### config.mk
export PLATFORM = sky130hd
export DESIGN_NAME = uart_prog_loader
export DESIGN_NICKNAME = d
export VERILOG_FILES = /design/src/rtl/uart_prog_loader.sv
export SDC_FILE = /design/constraint.sdc
export NUM_CORES = 1
export LEC_CHECK = 0
export BUFFER_PORTS_ARGS = -buffer_cell sky130_fd_sc_hd__buf_2
export CELL_PAD_IN_SITES_DETAIL_PLACEMENT = 0
export CELL_PAD_IN_SITES_GLOBAL_PLACEMENT = 1
export CORE_MARGIN = 5
export CORE_UTILIZATION = 39
export DETAILED_ROUTE_END_ITERATION = 6
export GPL_TIMING_DRIVEN = 0
export HOLD_SLACK_MARGIN = 0.02
export PLACE_DENSITY_LB_ADDON = 0.25
export SYNTH_ARGS = -nofsm -noshare
export SYNTH_HDL_FRONTEND = slang
export SYNTH_SLANG_ARGS = --single-unit
### constraint.sdc
create_clock -name clk -period 2.6 [get_ports clk]
set_input_delay 0.13 -clock clk [delete_from_list [all_inputs] [get_ports clk]]
set_output_delay 0.13 -clock clk [all_outputs]
set_load 0.05 [all_outputs]
### src/rtl/uart_prog_loader.sv
// UART boot loader: receives an A5/count/words/checksum frame and writes words to instruction ROM.
// Write strobe lands one cycle after each 4th data byte; no backpressure, ROM must accept every strobe.
module uart_prog_loader #(
  parameter int BAUD_DIV  = 434,
  parameter int MAX_WORDS = 4096
) (
  input  logic        clk,
  input  logic        rst,
  input  logic        en,
  input  logic        rx_pin,
  output logic        mem_we_o,
  output logic [31:0] mem_addr_o,
  output logic [31:0] mem_data_o,
  output logic        hold_o,
  output logic        done_o,
  output logic        err_o
);

  localparam int CW = $clog2(BAUD_DIV + 1);
  localparam logic [CW-1:0] HALF_M1 = CW'(BAUD_DIV / 2 - 1);
  localparam logic [CW-1:0] FULL_M1 = CW'(BAUD_DIV - 1);
  localparam logic [16:0]   MAXW    = 17'(MAX_WORDS);

  typedef enum logic [1:0] {RX_IDLE, RX_START, RX_DATA, RX_STOP} rx_state_t;
  typedef enum logic [2:0] {S_IDLE, S_CNT_LO, S_CNT_HI, S_DATA, S_CSUM, S_DONE, S_ERR} state_t;

  logic          sync1_q, sync2_q, rx_prev_q;
  rx_state_t     rx_state_q, rx_state_d;
  logic [CW-1:0] baud_cnt_q, baud_cnt_d;
  logic [2:0]    bit_cnt_q, bit_cnt_d;
  logic [7:0]    shift_q, shift_d;
  logic          rx_vld_q, rx_vld_d;
  logic          rx_ferr_q, rx_ferr_d;
  logic          baud_tick;

  state_t        state_q, state_d;
  logic [15:0]   count_q, count_d;
  logic [15:0]   idx_q, idx_d;
  logic [1:0]    byte_idx_q, byte_idx_d;
  logic [31:0]   word_q, word_d;
  logic [7:0]    csum_q, csum_d;
  logic          we_q, we_d;
  logic [31:0]   addr_q, addr_d;
  logic [31:0]   data_q, data_d;
  logic          done_q, done_d;
  logic          err_q, err_d;
  logic [15:0]   n_words;
  logic          in_load;

  assign baud_tick = (baud_cnt_q == '0);

  always_comb begin
    rx_state_d = rx_state_q;
    baud_cnt_d = baud_cnt_q;
    bit_cnt_d  = bit_cnt_q;
    shift_d    = shift_q;
    rx_vld_d   = 1'b0;
    rx_ferr_d  = 1'b0;
    if (baud_cnt_q != '0) baud_cnt_d = baud_cnt_q - 1'b1;
    case (rx_state_q)
      RX_IDLE: begin
        if (rx_prev_q && !sync2_q) begin
          rx_state_d = RX_START;
          baud_cnt_d = HALF_M1;
        end
      end
      RX_START: begin
        // A start bit that is high again at mid-bit was only a glitch.
        if (baud_tick) begin
          if (sync2_q) begin
            rx_state_d = RX_IDLE;
          end else begin
            rx_state_d = RX_DATA;
            baud_cnt_d = FULL_M1;
            bit_cnt_d  = 3'd0;
          end
        end
      end
      RX_DATA: begin
        if (baud_tick) begin
          shift_d    = {sync2_q, shift_q[7:1]};
          baud_cnt_d = FULL_M1;
          if (bit_cnt_q == 3'd7) rx_state_d = RX_STOP;
          else bit_cnt_d = bit_cnt_q + 3'd1;
        end
      end
      RX_STOP: begin
        if (baud_tick) begin
          rx_state_d = RX_IDLE;
          rx_vld_d   = sync2_q;
          rx_ferr_d  = !sync2_q;
        end
      end
      default: rx_state_d = RX_IDLE;
    endcase
    if (!en) begin
      rx_state_d = RX_IDLE;
      rx_vld_d   = 1'b0;
      rx_ferr_d  = 1'b0;
    end
  end

  assign n_words = {shift_q, count_q[7:0]};
  assign in_load = (state_q == S_CNT_LO) || (state_q == S_CNT_HI) ||
                   (state_q == S_DATA)   || (state_q == S_CSUM);

  always_comb begin
    state_d    = state_q;
    count_d    = count_q;
    idx_d      = idx_q;
    byte_idx_d = byte_idx_q;
    word_d     = word_q;
    csum_d     = csum_q;
    we_d       = 1'b0;
    addr_d     = addr_q;
    data_d     = data_q;
    done_d     = done_q;
    err_d      = err_q;
    case (state_q)
      S_IDLE, S_DONE, S_ERR: begin
        if (rx_vld_q && shift_q == 8'hA5) begin
          state_d = S_CNT_LO;
          done_d  = 1'b0;
          err_d   = 1'b0;
        end
      end
      S_CNT_LO: begin
        if (rx_vld_q) begin
          count_d[7:0] = shift_q;
          state_d      = S_CNT_HI;
        end
      end
      S_CNT_HI: begin
        if (rx_vld_q) begin
          count_d    = n_words;
          idx_d      = 16'd0;
          byte_idx_d = 2'd0;
          csum_d     = 8'd0;
          if (n_words == 16'd0 || {1'b0, n_words} > MAXW) state_d = S_ERR;
          else state_d = S_DATA;
        end
      end
      S_DATA: begin
        if (rx_vld_q) begin
          word_d     = {shift_q, word_q[31:8]};
          csum_d     = csum_q + shift_q;
          byte_idx_d = byte_idx_q + 2'd1;
          if (byte_idx_q == 2'd3) begin
            we_d   = 1'b1;
            addr_d = {14'd0, idx_q, 2'b00};
            data_d = {shift_q, word_q[31:8]};
            idx_d  = idx_q + 16'd1;
            if (idx_q == count_q - 16'd1) state_d = S_CSUM;
          end
        end
      end
      S_CSUM: begin
        if (rx_vld_q) state_d = (shift_q == csum_q) ? S_DONE : S_ERR;
      end
      default: state_d = S_IDLE;
    endcase
    if (rx_ferr_q && in_load) state_d = S_ERR;
    if (state_d == S_ERR)  err_d  = 1'b1;
    if (state_d == S_DONE) done_d = 1'b1;
    // Dropping en abandons the load but keeps the result flags and prior writes.
    if (!en) begin
      state_d = S_IDLE;
      we_d    = 1'b0;
      done_d  = done_q;
      err_d   = err_q;
    end
  end

  always_ff @(posedge clk) begin
    if (rst) begin
      sync1_q    <= 1'b1;
      sync2_q    <= 1'b1;
      rx_prev_q  <= 1'b1;
      rx_state_q <= RX_IDLE;
      baud_cnt_q <= '0;
      bit_cnt_q  <= 3'd0;
      shift_q    <= 8'd0;
      rx_vld_q   <= 1'b0;
      rx_ferr_q  <= 1'b0;
      state_q    <= S_IDLE;
      count_q    <= 16'd0;
      idx_q      <= 16'd0;
      byte_idx_q <= 2'd0;
      word_q     <= 32'd0;
      csum_q     <= 8'd0;
      we_q       <= 1'b0;
      addr_q     <= 32'd0;
      data_q     <= 32'd0;
      done_q     <= 1'b0;
      err_q      <= 1'b0;
    end else begin
      sync1_q    <= rx_pin;
      sync2_q    <= sync1_q;
      rx_prev_q  <= sync2_q;
      rx_state_q <= rx_state_d;
      baud_cnt_q <= baud_cnt_d;
      bit_cnt_q  <= bit_cnt_d;
      shift_q    <= shift_d;
      rx_vld_q   <= rx_vld_d;
      rx_ferr_q  <= rx_ferr_d;
      state_q    <= state_d;
      count_q    <= count_d;
      idx_q      <= idx_d;
      byte_idx_q <= byte_idx_d;
      word_q     <= word_d;
      csum_q     <= csum_d;
      we_q       <= we_d;
      addr_q     <= addr_d;
      data_q     <= data_d;
      done_q     <= done_d;
      err_q      <= err_d;
    end
  end

  assign mem_we_o   = we_q;
  assign mem_addr_o = addr_q;
  assign mem_data_o = data_q;
  assign hold_o     = in_load;
  assign done_o     = done_q;
  assign err_o      = err_q;

endmodule
==> results.json <==
{
  "status": "completed",
  "yosys_warnings": 0,
  "synthArstFlopShare": 0,
  "first_global_vias": 5543,
  "relSlewSlack": 0.556,
  "setup_slack_ns": 0.0408,
  "arrival_ns": 2.93,
  "htree_levels": 4,
  "fmax_mhz": 391,
  "finalSetupViolCount": 0,
  "ys_types": 56,
  "drv_slew": 0,
  "synthToLayoutAreaGrowth_pct": 19.3,
  "fp.dieH_um": 140,
  "stdcell_area_um2": 7920,
  "hold_viol": 0,
  "wirelength_um": 17400,
  "cts_buffer_depth": 2,
  "hold_path.class": "in2reg",
  "routed_via_density": 4.98,
  "multi_input_area_um2": 3430,
  "detail_route.wl_per_cell_um": 15.0,
  "worstSetupPathType": "reg2reg",
  "total_power_mw": 5.27,
  "drt_iter0_drc": 372,
  "die_x_um": 140,
  "final_nets": 953,
  "fillers": 1714,
  "portBuffers": 54,
  "startpoint_type": "register",
  "max_stage_delay_ns": 0.56,
  "pre_cts_slack_ns": -0.483,
  "synth_area_um2": 6640,
  "max_cap_violations": 0,
  "cp.required_ns": 2.97,
  "gr-usage-all-layers": 0.180,
  "seq_area_frac_synth": 0.444,
  "drtPass1Iterations": 5,
  "hpwlAfterDp_um": 12400,
  "synth_area_leaders": "dfxtp_1 (44%), nand2_1 (13%), a21oi_1 (9.3%)",
  "area.sequential_um2": 2950,
  "grt_overflow": 0,
  "clockRootBuffer": "clkbuf_16",
  "synth_top_area_frac": 0.444,
  "power_switching_mw": 1.37,
  "grt_antenna_before_repair": 0,
  "grt_max_degree": 17,
  "swShare": 0.260,
  "fin_crit_ns": 2.56,
  "clock_power_share": 0.462,
  "path_cells": "or4_4 -> or4b_4 -> xnor2_2 -> nor4_1 -> nand4_1 -> a211oi_4 -> a31o_1",
  "fin_skew_ns": 0.00828,
  "layout-drive-gt1-share": 0.148,
  "worstPathMaxFanout": 6,
  "clock_sinks": 147,
  "ir_worst_vdd_mv": 0.485,
  "pwr-share-seq": 0.444,
  "grt_pass1_wl_um": 28700,
  "cts.clk_slew.worst_paths_ns": 0.06,
  "fin_util": 0.476,
  "diodes": 0,
  "cp-end-kind": "register",
  "cp_slowest_cell": "or4b_4",
  "internal-power_mw": 3.90,
  "pin_count": 72,
  "synth_top_area_cell": "dfxtp_1",
  "cts_tree": "done",
  "die_area_um2": 19700,
  "cts_made_buffers": 17,
  "syn_area_per_cell_um2": 7.84,
  "ant_nets": 0,
  "power_density_nw_per_um2": 665,
  "place.gp.congestion": 0.854,
  "dpl-instance-area_um2": 7240,
  "synth_edf_count": 0,
  "finalCritPeriodShare": 0.984,
  "start_util": 0.399,
  "fp-row-count": 47,
  "core_um2": 16600,
  "drc": 0,
  "ys_ff_latch": 147,
  "combPwrFrac": 0.094,
  "p_leak_nw": 3.05,
  "tightest_slew_ns": 0.663,
  "insertion_delay_ns": 0.43,
  "syn-instance-count": 846,
  "synth-main-ff-cell": "dfxtp_1",
  "via_count": 5810,
  "rsz0062_at_grt": "true"
}
flip-flops by register name, indices dropped and copies added (netlist names), 3 cells and up, named ones only:
signal,flops
idx_q,16
count_q,16
mem_data_o,32
state_q,3
word_q,24
baud_cnt_q,9
shift_q,8
csum_q,8
bit_cnt_q,3
mem_addr_o,16
synth_stat cells (all sizes together) (3+ instances only):
cell and instances:
a211oi 3, nor2 55, nand2 227, and3 5, o21ai 10, o31ai 3
ha 14, mux2i 5, or4 3, xnor2 22, or2 5, a22oi 9
o211ai 3, a21oi 123, a31oi 5, nor2b 4, clkbuf 50, nor3 12
buf 20, or3 6, dfxtp 147, inv 12, nand3b 3, a21o 3
nand3 15, xor2 29, nand4 11, nand2b 8, nor4 11
area by class of cell:
class / count / area share
Inverter: 13 / 0.00616
Buffer: 65 / 0.0394
Sequential cell: 147 / 0.373
Timing Repair Buffer: 59 / 0.0392
Clock inverter: 12 / 0.0152
Clock buffer: 20 / 0.0590
Multi-Input combinational cell: 631 / 0.433
Tap cell: 220 / 0.0348
worst max-delay path: cells and delay by family, from the launching register on:
family / cells / cell delay, ns
xor+xnor: 1 / 0.15
simple gates: 4 / 1.50
compound gates: 2 / 0.49
flops: 1 / 0.36
path summary, 6_finish.rpt:
path	startpoint	endpoint	slack (ns)	depth (start not counted)
min reg2reg	sync1_q	sync2_q	0.41	1
max reg2reg	count_q[1]	state_q[2]	0.04	7
max	count_q[1]	state_q[2]	0.04	7
min	en	err_o	0.09	4
power groups by stage:
stage | Sequential (mW) | Clock [mW] | Combinational [mW]
after floorplan | 2.38 | 0 | 0.407
after global placement | 2.39 | 0 | 0.480
after detailed placement | 2.39 | 0 | 0.486
after CTS | 2.34 | 2.48 | 0.489
after global routing | 2.35 | 2.58 | 0.557
final | 2.34 | 2.43 | 0.494
cells by family after synthesis:
logic type / Yosys count / share of synthesized area
AND/OR/NAND/NOR: 372 / 0.247
AO/OA/AOI/OAI: 169 / 0.142
flip-flops: 147 / 0.444
buffers and inverters: 83 / 0.0579
XOR/XNOR: 51 / 0.0673
adder cells (fa/ha/maj): 16 / 0.0309
multiplexers: 7 / 0.0109
other: 1 / 0.000565
what timing repair did:
| item | CTS | global route |
|---|---|---|
| endpoints found under the hold margin | 1 | 0 |
| endpoints found under the setup margin | 24 | 37 |
| resized for setup | 12 | 14 |
| buffers inserted | 3 | 1 |
| hold buffers | 1 | 0 |
| pin swaps | 7 | 3 |
per-stage QoR:
step	TNS [ns]	cells	hold WS, ns
after global routing	-0.143	1167	0.123
after CTS	0	1167	0.0667
after floorplan	0	861	0.234
after detailed placement	-9.39	1135	0.322
final	0	1167	0.0874
after global placement	-9.33	1135	0.314
routing by layer:
metal	vias to the layer above	GRT usage	share of wire
met5	-	0	0
met4	0	0.0592	0.017
met3	25	0.0314	0.031
met2	104	0.297	0.48
met1	2709	0.239	0.48
li1	2972	-	-
layout by cell type, fill, tap and decap left out, types with 11 or more instances in the layout:
cell type / n
a21oi_1: 123
nor2_1: 53
dfxtp_1: 142
inv_1: 12
xor2_1: 29
nand4_1: 11
buf_2: 56
ha_1: 14
clkbuf_16: 17
clkbuf_1: 43
nand2_1: 226
conb_1: 16
buf_4: 20
nand3_1: 15
xnor2_1: 21
(Power assumes the default switching activity.)
